==> config.mk <==
export PLATFORM = sky130hd
export DESIGN_NAME = shift_add_multiplier
export DESIGN_NICKNAME = d
export VERILOG_FILES = /design/src/rtl/mul_pkg.sv /design/src/rtl/shift_add_multiplier.sv
export SDC_FILE = /design/constraint.sdc
export NUM_CORES = 1
export LEC_CHECK = 0
export BUFFER_PORTS_ARGS = -buffer_cell sky130_fd_sc_hd__buf_2
export CORE_UTILIZATION = 46
export DETAILED_ROUTE_END_ITERATION = 8
export GPL_TIMING_DRIVEN = 0
export PLACE_DENSITY = 0.66
export SYNTH_ARGS = -nofsm -noshare
export SYNTH_HDL_FRONTEND = slang
export SYNTH_SLANG_ARGS = --single-unit
export TNS_END_PERCENT = 5
==> constraint.sdc <==
create_clock -name Clk -period 5.3 [get_ports Clk]
set_input_delay 0.53 -clock Clk [delete_from_list [all_inputs] [get_ports Clk]]
set_output_delay 0.53 -clock Clk [all_outputs]
set_load 0.05 [all_outputs]
==> src/rtl/mul_pkg.sv <==
// rtl/mul_pkg.sv - shared types for the shift-add multiplier
package mul_pkg;

  // Multiplier control states
  typedef enum logic [1:0] {
    IDLE = 2'd0,
    CALC = 2'd1,
    DONE = 2'd2
  } mul_state_t;

endpackage

==> src/rtl/shift_add_multiplier.sv <==
// rtl/shift_add_multiplier.sv - sequential shift-add multiplier, one step per cycle (MUL_SIGNED_EN selects two's complement operands)
module shift_add_multiplier
  import mul_pkg::*;
#(
  parameter int WIDTH = 8
) (
  input  logic               Clk,
  input  logic               Rst,
  input  logic               EA,
  input  logic               EB,
  input  logic [WIDTH-1:0]   Data,
  input  logic               Start,
  output logic [WIDTH-1:0]   A,
  output logic [WIDTH-1:0]   B,
  output logic [2*WIDTH-1:0] Q,
  output logic               Busy,
  output logic               Done
);

  // Step counter runs 0..WIDTH-1; the last value marks the final step.
  localparam int CW = (WIDTH > 1) ? $clog2(WIDTH) : 1;
  localparam logic [CW-1:0] LAST = CW'(WIDTH - 1);

  mul_state_t         state;
  logic [WIDTH-1:0]   a_reg;
  logic [WIDTH-1:0]   b_reg;
  logic [2*WIDTH-1:0] q_reg;
  logic [2*WIDTH-1:0] acc;
  logic [2*WIDTH-1:0] mcand;
  logic [WIDTH-1:0]   mplier;
  logic [CW-1:0]      cnt;

  logic [WIDTH-1:0]   op_a;
  logic [WIDTH-1:0]   op_b;
  logic [2*WIDTH-1:0] sum;
  logic [2*WIDTH-1:0] product;

  // Accumulator plus the current partial product (multiplicand if LSB of multiplier set).
  assign sum = acc + (mplier[0] ? mcand : '0);

`ifdef MUL_SIGNED_EN
  logic neg;
  logic neg_start;

  // Work on magnitudes; the most negative value maps to its own bit pattern, which is the correct magnitude.
  assign op_a      = a_reg[WIDTH-1] ? -a_reg : a_reg;
  assign op_b      = b_reg[WIDTH-1] ? -b_reg : b_reg;
  assign neg_start = a_reg[WIDTH-1] ^ b_reg[WIDTH-1];
  assign product   = neg ? -sum : sum;

  // Remember the result sign captured at Start so the magnitude can be negated on completion.
  always_ff @(posedge Clk) begin
    if (Rst) begin
      neg <= 1'b0;
    end else if (state != CALC && Start) begin
      neg <= neg_start;
    end
  end
`else
  assign op_a    = a_reg;
  assign op_b    = b_reg;
  assign product = sum;
`endif

  // Control FSM with operand loading, shift-add datapath and result capture.
  always_ff @(posedge Clk) begin
    if (Rst) begin
      state  <= IDLE;
      a_reg  <= '0;
      b_reg  <= '0;
      q_reg  <= '0;
      acc    <= '0;
      mcand  <= '0;
      mplier <= '0;
      cnt    <= '0;
    end else begin
      case (state)
        IDLE, DONE: begin
          if (EA) a_reg <= Data;
          if (EB) b_reg <= Data;
          if (Start) begin
            // op_a/op_b come from the registers before this edge's loads.
            state  <= CALC;
            acc    <= '0;
            mcand  <= {{WIDTH{1'b0}}, op_a};
            mplier <= op_b;
            cnt    <= '0;
          end else begin
            state <= IDLE;
          end
        end
        CALC: begin
          acc    <= sum;
          mcand  <= mcand << 1;
          mplier <= mplier >> 1;
          cnt    <= cnt + CW'(1);
          if (cnt == LAST) begin
            q_reg <= product;
            state <= DONE;
          end
        end
        default: state <= IDLE;
      endcase
    end
  end

  assign A    = a_reg;
  assign B    = b_reg;
  assign Q    = q_reg;
  assign Busy = (state == CALC);
  assign Done = (state == DONE);

endmodule

==> load_flow_metrics.sql, run 1 <==
INSERT INTO impl_metrics (metric_group, metric, value, unit) VALUES
('synthesis', 'synth_fp_nets', '459', ''),
('detailed_routing', 'post-route-drc-count', '0', ''),
('clock_network', 'clock_insertion_delay_worst_skew', '0.36', 'ns'),
('flow_run', 'max-cap-violations', '0', ''),
('floorplanning', 'die_x', '91.7', 'µm'),
('detailed_routing', 'drt-vias-per-instance', '5.44', ''),
('synthesis', 'ys_top_cells_by_area', 'dfxtp_1 (42%), nand2_1 (6.5%), nor2_1 (6.5%)', ''),
('sta', 'setup_violations', '0', ''),
('sta', 'finalSetupTns', '0', 'ns'),
('layout', 'final_common_cell', 'dfxtp_1', ''),
('sta', 'finClkSkew', '0.00946', 'ns'),
('synthesis', 'synth_largest_area_cell', 'dfxtp_1', ''),
('floorplanning', 'core_area', '0.00777', 'mm²'),
('placed_design', 'numPortBuffers', '46', ''),
('detailed_routing', 'wl_per_cell', '14.6', 'µm'),
('critical_path', 'regToRegEndpoint', 'Q[14]$_SDFFE_PP0P_', ''),
('placed_design', 'dp_hpwl', '6560', 'µm'),
('clock_network', 'ctsResizeCount', '0', ''),
('layout', 'fillCellCount', '745', ''),
('layout', 'layout_common_cells', 'dfxtp_1 (77), nand2_1 (64), nor2_1 (64)', ''),
('power', 'total_leakage_power', '0.00187', 'µW'),
('sta', 'achievable-frequency', '392', 'MHz'),
('synthesis', 'synth_area_per_cell', '8.65', 'µm²'),
('grt', 'grt_use_total', '22.0', '%'),
('sta', 'rsz0062_at_grt', 'false', ''),
('clock_network', 'cts_tree', 'done', ''),
('synthesis', 'synthFlopType', 'dfxtp_1', ''),
('critical_path', 'reg2reg_setup_slack', '2.75', 'ns'),
('detailed_routing', 'drt_pass1_iterations', '4', ''),
('layout', 'n_antenna_cell', '0', ''),
('placed_design', 'gp_congestion', '0.859', ''),
('grt', 'm2_gr_usage', '34.8', '%'),
('floorplanning', 'die_y', '91.7', 'µm'),
('sta', 'timing_worst_slew_pin_value', '0.807', 'ns'),
('synthesis', 'ys_warnings', '0', ''),
('layout', 'fin_nets', '516', ''),
('sta', 'final_max_slew_viol_count', '0', ''),
('power', 'power-per-cell-area', '293', 'mW/mm²'),
('floorplanning', 'initial_utilization', '47.7', '%'),
('clock_network', 'cts-root-to-sink-buffers', '2', ''),
('grt', 'grt_use_met1', '30.9', '%'),
('detailed_routing', 'final_antenna_net_count', '0', ''),
('layout', 'layout-area-overhead-vs-synth', '15.9', '%'),
('synthesis', 'synth_seq_area_share', '41.6', '%'),
('clock_network', 'post-cts-setup-buffers', '0', ''),
('synthesis', 'synthDistinctLibCells', '50', ''),
('grt', 'initial_antenna_violation_count', '0', ''),
('detailed_routing', 'drt_iter0_markers', '122', ''),
('detailed_routing', 'route.vias.total', '3220', ''),
('grt', 'grt_start_max_net_pins', '15', ''),
('hold_path', 'min-delay-path-class', 'input port to flop', ''),
('grt', 'first_pass_grt_wire_length', '14600', 'µm'),
('clock_network', 'htreeDepth', '3', ''),
('sta', 'period_needed', '2.55', 'ns'),
('grt', 'grt_pass1_vias', '3007', ''),
('clock_network', 'cts_inserted_buffers', '9', ''),
('outcome', 'status', 'completed', ''),
('grt', 'gr-total-overflow', '0', ''),
('synthesis', 'yosys_register_bits', '77', ''),
('critical_path', 'worstRegToRegCells', '8', ''),
('synthesis', 'synth_enable_flop_cells', '0', ''),
('grt', 'globalRoute.busiestLayer', 'met2', ''),
('critical_path', 'criticalPathCategory', 'flop to flop', ''),
('clock_network', 'clock_tree.root_cell', 'clkbuf_8', ''),
('floorplanning', 'dieArea', '0.00841', 'mm²'),
('synthesis', 'synth_area', '0.00370', 'mm²'),
('critical_path', 'worstSetupStartpoint', 'mplier[0]$_SDFFE_PP0P_', ''),
('detailed_routing', 'routed_wl', '8650', 'µm'),
('floorplanning', 'floorplan.rows', '32', ''),
('clock_network', 'postCtsHoldBufs', '0', ''),
('synthesis', 'synth_largest_type_area_fraction', '41.6', '%');
critical path, stage by stage, from the launching register on:
cell and delay (ns):
dfxtp_1 0.48, clkbuf_1 0.27, and2_1 0.21, ha_1 0.32, a211o_1 0.30, o22ai_2 0.25, a211oi_1 0.16, o21a_1 0.23
o41ai_2 0.25
cells by family (layout without fill, tap and decap cells):
group / count (synthesis) / after routing / synth area share [%]
adders and majority gates: 18 / 18 / 6.28
and+or+nand+nor: 178 / 178 / 21.4
AOI/OAI and AO/OA: 96 / 96 / 19.6
DFF: 77 / 77 / 41.6
muxes: 19 / 19 / 5.14
buffers and inverters: 28 / 90 / 3.11
xor gates and xnor gates: 12 / 12 / 2.84
metal layers:
layer,part of all wire (%),vias to the layer above
met4,1.6,0
met5,0,-
met1,49,1507
li1,-,1632
met3,4.5,12
met2,45,69
synth_stat cells (8+ instances only):
| master | n |
|---|---|
| a21oi_1 | 21 |
| ha_1 | 17 |
| a311oi_1 | 14 |
| a22oi_1 | 18 |
| nand3_1 | 8 |
| and2_1 | 16 |
| mux2i_1 | 19 |
| buf_2 | 8 |
| clkbuf_1 | 16 |
| nor2_1 | 64 |
| nand2_1 | 64 |
| o21ai_0 | 11 |
| dfxtp_1 | 77 |
worst min path at each step:
stage | start | to | cells past startpoint
after floorplan | acc[10]$_SDFFE_PP0P_ | acc[10]$_SDFFE_PP0P_ | 2
after global placement | Q[4]$_SDFFE_PP0P_ | Q[4]$_SDFFE_PP0P_ | 2
after detailed placement | Q[6]$_SDFFE_PP0P_ | Q[6]$_SDFFE_PP0P_ | 2
after CTS | Data[1] | A[1]$_SDFFE_PP0P_ | 3
after global routing | Data[1] | A[1]$_SDFFE_PP0P_ | 3
final | Data[0] | A[0]$_SDFFE_PP0P_ | 3
where the power goes:
part | internal, µW | switching (µW) | total (µW)
sequential | 598 | 16.1 | 614
combinational | 39.2 | 96.1 | 135
clock | 281 | 228 | 509
sequential cells by signal (all words and copies together), names as in the netlist:
register	flops
state	2
mcand	16
acc	16
A	8
cnt	3
Q	16
B	8
mplier	8
cell type report:
class / count / area [µm²] / share of cell area, %
Multi-Input combinational cell: 323 / 2050 / 47.7
Sequential cell: 77 / 1540 / 35.9
Timing Repair Buffer: 46 / 230 / 5.36
Clock buffer: 10 / 138 / 3.21
Tap cell: 102 / 128 / 2.97
Buffer: 25 / 104 / 2.42
Clock inverter: 6 / 93.8 / 2.19
Inverter: 3 / 11.3 / 0.262
stage by stage:
step                utilization, %  worst slack [ns]  std cells  instance area (µm²)  total power, µW
global route                  55.3              2.56        592                 4290             1310
finish                        55.3              2.75        592                 4290             1260
floorplan                        -              3.07        428                 3700              722
detailed placement            52.3              2.78        576                 4060              763
global placement              52.3              2.80        576                 4060              760
CTS                           55.3              2.76        592                 4290             1270
Power figures use the tool's default switching activity.
==> run 2: changes to the inputs <==
--- a/config.mk
+++ b/config.mk
@@ -9,7 +9,7 @@
 export CORE_UTILIZATION = 46
 export DETAILED_ROUTE_END_ITERATION = 8
 export GPL_TIMING_DRIVEN = 0
-export PLACE_DENSITY = 0.66
+export PLACE_DENSITY = 0.68
 export SYNTH_ARGS = -nofsm -noshare
 export SYNTH_HDL_FRONTEND = slang
 export SYNTH_SLANG_ARGS = --single-unit
==> constraint.sdc (replaced) <==
create_clock -name Clk -period 2.3 [get_ports Clk]
set_input_delay 0.23 -clock Clk [delete_from_list [all_inputs] [get_ports Clk]]
set_output_delay 0.23 -clock Clk [all_outputs]
set_load 0.05 [all_outputs]
==> run 2 against run 1 <==
Via count rose by 3.0%. Final cell count rose by 0.84%. Register-to-register slack got worse by 2.7 ns. Combinational power rose by 140%. Sequential share of layout area fell by 2.3 points. Fmax rose by 14%. Critical path depth rose by 2. Utilization rose by 4.0 points. First-iteration DRC count rose by 41%. Clock power rose by 130%. Clock skew rose by 0.0019 ns. Largest cell class unchanged. Highest routed layer unchanged.
==> load_flow_metrics.sql, run 2 (synthesized netlist as in run 1, its figures left out) <==
INSERT INTO impl_metrics (metric_group, metric, value, unit) VALUES
('detailed_routing', 'final_antenna_net_count', '0', ''),
('sta', 'timing_worst_slew_pin_value', '0.806', 'ns'),
('clock_network', 'clock_tree.root_cell', 'clkbuf_8', ''),
('critical_path', 'cpPeakStageDelay', '0.36', 'ns'),
('layout', 'layout_common_cells', 'dfxtp_1 (75), nand2_1 (64), nor2_1 (63)', ''),
('critical_path', 'timing.critical_path.max_delay_family', 'simple AND/OR/NAND/NOR gates', ''),
('sta', 'finClkSkew', '0.0114', 'ns'),
('sta', 'timing.final.crit_share', '97.7', '%'),
('hold_path', 'min-delay-path-class', 'input port to flop', ''),
('floorplanning', 'die_x', '91.7', 'µm'),
('detailed_routing', 'routed_wl', '9210', 'µm'),
('clock_network', 'htreeDepth', '3', ''),
('power', 'power', '2910', 'µW'),
('power', 'total_leakage_power', '0.00188', 'µW'),
('sta', 'finalSetupTns', '0', 'ns'),
('placed_design', 'gp_congestion', '0.836', ''),
('sta', 'setup_violations', '0', ''),
('floorplanning', 'die_y', '91.7', 'µm'),
('critical_path', 'worstPathArrival', '2.52', 'ns'),
('grt', 'initial_antenna_violation_count', '0', ''),
('sta', 'achievable-frequency', '445', 'MHz'),
('critical_path', 'crit_slowest_cell', 'dfxtp_4', ''),
('clock_network', 'cts_tree', 'done', ''),
('critical_path', 'crit_path_cell_count', '10', ''),
('placed_design', 'dp_hpwl', '6480', 'µm'),
('detailed_routing', 'drt_pass1_iterations', '4', ''),
('sta', 'slew_headroom', '46.0', '%'),
('placed_design', 'preCtsSetupSlack', '-0.233', 'ns'),
('critical_path', 'reg2reg_setup_slack', '0.05', 'ns'),
('critical_path', 'regToRegEndpoint', 'Q[15]$_SDFFE_PP0P_', ''),
('floorplanning', 'initial_utilization', '47.7', '%'),
('critical_path', 'crit_path_end_kind', 'flop', ''),
('detailed_routing', 'post-route-drc-count', '0', ''),
('sta', 'finalHoldViolCount', '0', ''),
('flow_run', 'max-cap-violations', '0', ''),
('clock_network', 'clock_insertion_delay_worst_skew', '0.35', 'ns'),
('layout', 'n_antenna_cell', '0', ''),
('layout', 'finish.utilization', '59.3', '%'),
('power', 'power-per-cell-area', '633', 'mW/mm²'),
('clock_network', 'postCtsHoldBufs', '0', ''),
('layout', 'layout-area-overhead-vs-synth', '24.4', '%'),
('detailed_routing', 'wl_per_cell', '15.4', 'µm'),
('clock_network', 'cts-root-to-sink-buffers', '2', ''),
('clock_network', 'clock_sink_count', '77', ''),
('hold_path', 'hold_depth', '3', ''),
('sta', 'period_needed', '2.25', 'ns'),
('floorplanning', 'dieArea', '0.00841', 'mm²'),
('critical_path', 'regToRegStartpoint', 'mplier[0]$_SDFFE_PP0P_', ''),
('layout', 'layout-drive-gt1-share', '24.8', '%'),
('outcome', 'status', 'completed', ''),
('placed_design', 'numPortBuffers', '46', ''),
('layout', 'fin_area', '0.00461', 'mm²'),
('grt', 'grt_use_total', '22.1', '%'),
('sta', 'rsz0062_at_grt', 'true', ''),
('sta', 'setup_slack', '0.0537', 'ns'),
('detailed_routing', 'drt_iter0_markers', '172', ''),
('critical_path', 'worstSetupStartpointType', 'flop', ''),
('grt', 'first_pass_grt_wire_length', '14800', 'µm'),
('detailed_routing', 'drt-vias-per-instance', '5.55', ''),
('floorplanning', 'floorplan.rows', '32', ''),
('critical_path', 'path_max_fanout', '10', ''),
('sta', 'final_max_slew_viol_count', '0', ''),
('critical_path', 'criticalPathCategory', 'flop to flop', ''),
('grt', 'gr-total-overflow', '0', ''),
('layout', 'final_common_cell', 'dfxtp_1', ''),
('clock_network', 'cts_inserted_buffers', '9', ''),
('power', 'irDropWorstVdd', '0.415', 'mV'),
('critical_path', 'worstPathRequired', '2.57', 'ns'),
('hold_path', 'worst_hold_endpoint', 'A[5]$_SDFFE_PP0P_', ''),
('placed_design', 'placed_cell_area', '0.00406', 'mm²'),
('grt', 'grt_pass1_vias', '3103', ''),
('floorplanning', 'boundaryPins', '47', ''),
('hold_path', 'hp-start', 'Data[5]', ''),
('layout', 'fin_nets', '521', ''),
('detailed_routing', 'route.vias.total', '3315', ''),
('floorplanning', 'core_area', '0.00777', 'mm²'),
('clock_network', 'clkSlewWorstSetupHoldPaths', '0.09', 'ns'),
('grt', 'grt_start_max_net_pins', '16', ''),
('critical_path', 'critical_path.cell_chain', 'buf_4 > and2_1 > ha_4 > buf_6 > and4_4 > nand3_4 > a211oi_4 > nor2_4 > and4_1 > nor3_2', ''),
('critical_path', 'timing.critical_path.buf_inv', '2', ''),
('critical_path', 'worstRegToRegCells', '10', '');
[run 2: cell types whose count changed in the layout (fill, tap and decap cells not counted), moves of 3 or more]
cell,before,now
a21oi_2,1,7
ha_4,0,10
a21oi_1,21,15
and2_1,16,13
and2_4,0,3
ha_1,17,7
buf_4,0,6
[run 2: per-layer routing]
layer  vias up  part of all wire [%]  GRT usage, %
met5         -                     0             0
met2        64                    48          36.0
met1      1596                    47          30.1
li1       1638                     -             -
met4         0                   1.7          5.47
met3        17                   3.4          4.48
[run 2: area by class of cell]
type,count,area (µm²)
fillers,728,3160
multi-input cells,323,2300
flip-flops and latches,77,1550
repair buffers,52,282
well taps,102,128
clock buffers,9,124
plain buffers,24,110
clock inverters,7,103
inverters,3,11.3
[run 2: where the power goes]
group / switching [µW] / internal (µW)
logic: 227 / 100
clock network: 549 / 625
registers: 36.9 / 1380
total: 812 / 2100
[run 2: stage by stage]
step                      hold WS [ns]  instances
after floorplan                  0.374        428
after detailed placement         0.446        576
after global routing             0.118        597
final                            0.125        597
after global placement           0.440        576
after CTS                        0.122        596
[run 2: how the worst max path moves through the flow]
stage | startpoint | endpoint | slack, ns
CTS | mplier[0]$_SDFFE_PP0P_ | Q[15]$_SDFFE_PP0P_ | -0.02
detailed placement | mplier[0]$_SDFFE_PP0P_ | Q[11]$_SDFFE_PP0P_ | -0.23
global placement | mplier[0]$_SDFFE_PP0P_ | Q[14]$_SDFFE_PP0P_ | -0.21
floorplan | mplier[0]$_SDFFE_PP0P_ | Q[14]$_SDFFE_PP0P_ | 0.07
finish | mplier[0]$_SDFFE_PP0P_ | Q[15]$_SDFFE_PP0P_ | 0.05
global route | mplier[0]$_SDFFE_PP0P_ | Q[11]$_SDFFE_PP0P_ | -0.04
[run 2: tightest hold or removal path: stages]
cell and delay [ns]:
buf_2 0.09, mux2i_1 0.06, nor2_1 0.08
[run 2: what timing repair did]
action | CTS | global route
cloned | 0 | 0
endpoints found under the setup margin | 12 | 15
gates resized for setup | 15 | 40
pin swaps | 10 | 15
buffers inserted | 4 | 2
